### src/rtl/mux_ndff_pkg.sv
// Shared constants for the MUX-recirculation synchronizer slice.
package mux_ndff_pkg;

  localparam int DATA_WIDTH_DEF  = 8;
  localparam int SYNC_STAGES_DEF = 2;
  localparam int SYNC_STAGES_MIN = 2;
  localparam int SYNC_STAGES_MAX = 4;

  // Fewer than two flops gives no metastability margin; more than four only adds latency.
  function automatic bit sync_stages_legal(input int n);
    return (n >= SYNC_STAGES_MIN) && (n <= SYNC_STAGES_MAX);
  endfunction

endpackage

### src/rtl/mux_ndff_pulse_sync_if.sv
// Bus between the source-domain producer (en/data) and the destination-side synchronizer.
interface mux_ndff_pulse_sync_if
  import mux_ndff_pkg::*;
#(
  parameter int DATA_WIDTH = DATA_WIDTH_DEF
);

  logic                  en;
  logic [DATA_WIDTH-1:0] data;
  logic [DATA_WIDTH-1:0] data_sync;
  logic                  data_valid;

  // Source side: presents the qualified data word, observes the synchronized copy.
  modport master (
    output en,
    output data,
    input  data_sync,
    input  data_valid
  );

  // Destination side: the synchronizer itself.
  modport slave (
    input  en,
    input  data,
    output data_sync,
    output data_valid
  );

endinterface

### src/rtl/ndff_sync.sv
// N-stage single-bit synchronizer with asynchronous active-high reset.
// The chain is a pure shift register: no logic between stages.
module ndff_sync
  import mux_ndff_pkg::*;
#(
  parameter int STAGES = SYNC_STAGES_DEF
) (
  input  logic clk,
  input  logic rst,
  input  logic d_i,
  output logic q_o
);

  (* ASYNC_REG = "TRUE" *) logic [STAGES-1:0] sync_q;
  logic [STAGES-1:0] sync_d;

  assign sync_d = {sync_q[STAGES-2:0], d_i};

  // Shift the asynchronous level one stage per clock; clear the whole chain on reset.
  // NOTE: non-blocking assignments let every stage sample the previous stage's old value,
  // so the chain really is STAGES flops deep rather than collapsing into one.
  always_ff @(posedge clk or posedge rst) begin
    if (rst) begin
      sync_q <= '0;
    end else begin
      sync_q <= sync_d;
    end
  end

  assign q_o = sync_q[STAGES-1];

endmodule

### src/rtl/mux_ndff_pulse_sync.sv
// Destination half of a MUX-recirculation CDC synchronizer.
// Only the enable level crosses through flops; its synchronized rising edge
// becomes a one-cycle load pulse that captures the (by then stable) data bus.
module mux_ndff_pulse_sync
  import mux_ndff_pkg::*;
#(
  parameter int                    DATA_WIDTH  = DATA_WIDTH_DEF,
  parameter int                    SYNC_STAGES = SYNC_STAGES_DEF,
  parameter logic [DATA_WIDTH-1:0] RESET_VALUE = '0
) (
  input  logic                 clkb,
  input  logic                 rstb,
  mux_ndff_pulse_sync_if.slave bus
);

  if (!sync_stages_legal(SYNC_STAGES)) begin : g_bad_stages
    $error("mux_ndff_pulse_sync: SYNC_STAGES must lie in 2..4");
  end

  logic                  en_sync;
  logic                  en_d_q;
  logic                  load;
  logic [DATA_WIDTH-1:0] data_sync_q;
  logic [DATA_WIDTH-1:0] data_sync_d;
  logic                  data_valid_q;

  ndff_sync #(
    .STAGES (SYNC_STAGES)
  ) u_en_sync (
    .clk (clkb),
    .rst (rstb),
    .d_i (bus.en),
    .q_o (en_sync)
  );

  // Rising-edge detect: one pulse per synchronized en assertion, however long en stays high.
  assign load = en_sync & ~en_d_q;

  // Recirculating mux: take the source bus on load, otherwise hold the current word.
  // NOTE: the hold path is written explicitly so every path assigns data_sync_d and no latch forms.
  always_comb begin
    data_sync_d = data_sync_q;
    if (load) begin
      data_sync_d = bus.data;
    end
  end

  // Edge-detect delay flop, holding register and its one-cycle valid strobe.
  always_ff @(posedge clkb or posedge rstb) begin
    if (rstb) begin
      en_d_q       <= 1'b0;
      data_sync_q  <= RESET_VALUE;
      data_valid_q <= 1'b0;
    end else begin
      en_d_q       <= en_sync;
      data_sync_q  <= data_sync_d;
      data_valid_q <= load;
    end
  end

  assign bus.data_sync  = data_sync_q;
  assign bus.data_valid = data_valid_q;

endmodule

### src/flat_wrapper.sv
// flat-port wrapper written by rule: the top's interface ports become plain ports
module mux_ndff_pulse_sync_flat import mux_ndff_pkg::*;
#(
  parameter int                    DATA_WIDTH  = DATA_WIDTH_DEF,
  parameter int                    SYNC_STAGES = SYNC_STAGES_DEF,
  parameter logic [DATA_WIDTH-1:0] RESET_VALUE = '0
)
  (clkb, rstb, bus_en, bus_data, bus_data_sync, bus_data_valid);
  mux_ndff_pulse_sync_if #(.DATA_WIDTH(DATA_WIDTH)) bus_i ();
  input  logic clkb;
  input  logic rstb;
  input wire logic [$bits(bus_i.en)-1:0] bus_en;
  input wire logic [$bits(bus_i.data)-1:0] bus_data;
  output wire logic [$bits(bus_i.data_sync)-1:0] bus_data_sync;
  output wire logic [$bits(bus_i.data_valid)-1:0] bus_data_valid;
  assign bus_i.en = bus_en;
  assign bus_i.data = bus_data;
  assign bus_data_sync = bus_i.data_sync;
  assign bus_data_valid = bus_i.data_valid;
  mux_ndff_pulse_sync #(.DATA_WIDTH(DATA_WIDTH), .SYNC_STAGES(SYNC_STAGES), .RESET_VALUE(RESET_VALUE)) u_core (.clkb(clkb), .rstb(rstb), .bus(bus_i));
endmodule
### config.mk
export PLATFORM = sky130hd
export DESIGN_NAME = mux_ndff_pulse_sync_flat
export DESIGN_NICKNAME = d
export VERILOG_FILES = /design/src/rtl/mux_ndff_pkg.sv /design/src/rtl/mux_ndff_pulse_sync_if.sv /design/src/rtl/ndff_sync.sv /design/src/rtl/mux_ndff_pulse_sync.sv /design/src/flat_wrapper.sv
export SDC_FILE = /design/constraint.sdc
export NUM_CORES = 1
export LEC_CHECK = 0
export CORE_AREA = 2 2 39 41
export CTS_CLUSTER_SIZE = 10
export DETAILED_ROUTE_END_ITERATION = 6
export DIE_AREA = 0 0 41 43
export DONT_BUFFER_PORTS = 1
export GPL_TIMING_DRIVEN = 0
export SLEW_MARGIN = 20
export SYNTH_ARGS = -nofsm -noshare
export SYNTH_HDL_FRONTEND = slang
export SYNTH_SLANG_ARGS = --single-unit
### constraint.sdc
create_clock -name clkb -period 1.61 [get_ports clkb]
set_input_delay 0.0805 -clock clkb [delete_from_list [all_inputs] [get_ports clkb]]
set_output_delay 0.0805 -clock clkb [all_outputs]
set_load 0.03 [all_outputs]
* Yosys cells after proc, flatten, opt, wreduce, memory -nomap -nowiden
Index checks and enable logic that the tools add are counted.
** Storage, ports and cells
- Flip-flop bits (word level) :: 12
- Input bits :: 11
- Output and inout port bits :: 9
- Logic and storage cells :: 6
** Cells by class
- Bitwise logic cells :: 2
** Operator list (number)
- $and A1 B1 Y1 :: 1
- $not A1 Y1 :: 1

* Depth between registers and ports, before layout
- Depth in word-level cells :: 2
- Depth in mapped cells :: 3
- Depth with buffers taken out :: 2

* Hierarchy
Synthesis repeated with hierarchy kept, for this count alone.
** Second synthesis, totals
- Cell total of the unflattened synthesis :: 24
- Area, all modules :: 461.7 µm²
** By module, submodules not included
- mux_ndff_pulse_sync :: instances 1, cells each 21, area an instance 407.9 µm², seq. area each 250.2 µm²
- ndff_sync :: instances 1, cells each 3, area an instance 53.8 µm², seq. area each 50.0 µm²

* Worst setup path after synthesis
Ideal clock, no wire load.
- Path type :: register to register
- From :: reg u_core.en_d_q
- To :: reg u_core.data_sync_q[0], in the netlist u_core.bus.data_sync[0]
- Library setup time :: 125 ps
- Arrival time :: 918 ps
- Required time :: 1485 ps
- Slack :: 567 ps
- Cell stages (with the launch flop) :: 4
- Path buffers :: 1
- Clock period less this slack :: 1043 ps
- Cells stage by stage :: dfrtp_1 -> nor2b_4 -> buf_12 -> mux2_4
** Between the ends
- Word-level cells in the longest chain between the ends :: 2
** Ends and longest elaborated chain
- start: declaration :: line mux_ndff_pulse_sync.sv:21 : logic en_d_q;
- start signal: assignment :: line mux_ndff_pulse_sync.sv:55 : en_d_q <= en_sync;
- $not A1 Y1 :: line mux_ndff_pulse_sync.sv:37 : assign load = en_sync & ~en_d_q;
- $and A1 B1 Y1 :: line mux_ndff_pulse_sync.sv:37
- via u_core.load :: line mux_ndff_pulse_sync.sv:22 : logic load;
- end signal: assignment :: line mux_ndff_pulse_sync.sv:56 : data_sync_q <= data_sync_d;
- end: declaration :: line mux_ndff_pulse_sync.sv:23 : logic [DATA_WIDTH-1:0] data_sync_q;
The timed path passes the listed nets, and every way through them passes these cells.
A chain may end at the register's enable or synchronous reset.

* Worst setup path after layout
- From :: reg u_core.en_d_q
- To :: reg u_core.data_sync_q[1], in the netlist u_core.bus.data_sync[1]
Same word-level chain as after synthesis.

==> flow_metrics.tcl <==
set metrics [dict create \
    min_period_ns 1.10 \
    ctsHtreeMaxLevel 1 \
    clock_latency_ns 0.27 \
    wl_per_cell_microns 13.6 \
    synth_area_sq_um 458 \
    cts_sinks 12 \
    dp_cells 39 \
    syn_to_final_growth_pct 34.2 \
    tightest_slew_ns 0.438 \
    yosys_warnings 0 \
    r2r_slack_ns 0.51 \
    p_total_w 0.000745 \
    drtPass1Iterations 1 \
    maxSlewHeadroom_pct 70.8 \
    cp_max_fo 9 \
    synthCells 23 \
    grt_pass1_wl_microns 1220 \
    ctsRootBufferMaster "clkbuf_4" \
    port_buffers 0 \
    mappedNetlistNets 34 \
    skew_ns 0.00325 \
    place_congestion 0.548 \
    status "finished, final reports clean" \
    synth-seq-cells 12 \
    initial_core_util_pct 33.1 \
    clockBufferDepth 2 \
    synthAdderAreaFrac_pct 0 \
    cts_resized 0 \
    gr-total-overflow 0 \
    yosysSeqAreaShare_pct 65.6 \
    totalWireLength_microns 719 \
    antenna_left 0 \
    via_per_inst 4.40 \
    dr.first_iter.drc_count 0 \
    coreArea_sq_mm 0.00138 \
    drcViolationCount 0 \
    die_x_microns 41 \
    chipHeight_microns 43 \
    cp_slowest_cell "dfrtp_1" \
    synth_top_family_by_area "multiplexers" \
    via_count 233 \
    critPathLaunchType "flip-flop" \
    synth.distinct_cells 5 \
    power_density_mw_per_mm2 1210 \
    crit_required_ns 1.76 \
    report.final.slew_viol_count 0 \
    nets 49 \
    period_share_pct 68.3 \
    drive_gt1_share_pct 37.8 \
    cpPeakStageDelay_ns 0.40 \
    synth-xor-area-share_pct 0 \
    fmax_mhz 910 \
    static-leakage-power_nw 0.286 \
    antennaDiodeCount 0 \
    dp_slack_ns 0.523 \
    synth_simple_gate_area_share_pct 3.01 \
    vdd_drop_max_mv 0.685 \
    synth_mux_area_share_pct 26.2 \
    path_class "reg2reg" \
    nFillCells 135 \
    hold_viol_final 0 \
    grt_max_degree 13 \
    synth.avg_cell_area_sq_um 19.9 \
    rows 14 \
    finalSetupViolations 0 \
    end_kind "flip-flop" \
    critical_path_buf_inv_count 1 \
    die_area_sq_mm 0.00176 \
    cp.arrival_ns 1.25 \
    grt_pass1_vias 267 \
    cp_cell_sequence "nor2b_4 > buf_12 > mux2_4" \
    grt_use_total_pct 11.0 \
    critical_path.top_delay_family "flip-flops" \
    cts_buffers 3 \
    synth-compound-area-share_pct 0 \
    rsz0062_at_grt "false" \
    hp-class "in2async" \
    tritoncts "yes" \
    layout_setup_ws_ns 0.511 \
    hold-worst-slack_ns 0.252 \
    layoutNonFillerInstCount 53 \
    setup_tns_ns 0 \
    antenna_found_initial 0 \
    cap_violations 0 \
    clk_pin_slew_ns 0.08 \
    io_pins 20 \
]
-- cells in the mapped netlist (all sizes together) --
cell type	n	area [sq um]
dfrtp	12	300
inv	1	3.75
mux2	8	120
buf	1	20.0
nor2b	1	13.8
-- flip-flops by register name, indices dropped and copies added (netlist names) --
name                     cells
u_core.bus.data_sync         8
u_core.bus.data_valid        1
u_core.en_d_q                1
u_core.u_en_sync.sync_q      2
-- per-stage QoR --
step / cell area (sq um) / utilization [%]
finish: 614 / 44.4
global placement: 478 / 34.5
detailed placement: 478 / 34.5
floorplan: 458 / -
global route: 614 / 44.4
CTS: 614 / 44.4
-- layout make-up --
type,instances,area (sq um),area share [%]
repair buffers,10,100,16.3
clock buffers,4,36.3,5.91
inverters,1,3.75,0.611
well taps,16,20.0,3.26
flip-flops and latches,12,300,48.9
plain buffers,1,20.0,3.26
multi-input cells,9,134,21.8
-- cells in the final DEF, fill, tap and decap left out --
| cell | n |
|---|---|
| dfrtp_1 | 12 |
| dlygate4sd3_1 | 10 |
| mux2_4 | 8 |
| clkbuf_4 | 3 |
| nor2b_4 | 1 |
| buf_12 | 1 |
| inv_1 | 1 |
| clkbuf_8 | 1 |
-- worst reg2reg max path: stages (launching register included) --
cell     delay, ns
dfrtp_1       0.40
nor2b_4       0.14
buf_12        0.14
mux2_4        0.30
-- metal layers --
metal	share of wire, %	track usage, %
met4	0	4.00
met3	9.3	7.33
met2	47	15.6
met5	0	0
met1	44	12.8
-- cell families (layout without fill, tap and decap cells) --
kind of cell           after synthesis  after routing
flip-flops                          12             12
multiplexers                         8              8
buffers and inverters                2             16
AND/OR/NAND/NOR                      1              1
-- worst paths after layout --
| kind | depth (start not counted) | from | endpoint |
|---|---|---|---|
| setup / recovery | 3 | u_core.en_d_q | u_core.bus.data_sync[1] |
| hold / removal | 2 | rstb | u_core.bus.data_sync[4] |
| setup reg to reg | 3 | u_core.en_d_q | u_core.bus.data_sync[1] |
| hold reg to reg | 0 | u_core.u_en_sync.sync_q[0] | u_core.u_en_sync.sync_q[1] |
| max in group asynchronous | 2 | rstb | u_core.bus.data_sync[3] |
| min in group clkb | 0 | u_core.u_en_sync.sync_q[0] | u_core.u_en_sync.sync_q[1] |
-- timing repair --
action                                 4_1_cts  5_1_grt
buffers inserted                             0        0
hold buffers                                10        0
endpoints found under the hold margin       21        0
-- power by group --
part | switching, W | internal (W)
combinational | 0.0000229 | 0.0000641
clock | 0.0000986 | 0.000137
sequential | 0.0000867 | 0.000335
total | 0.000208 | 0.000536
Power figures use the tool's default switching activity.
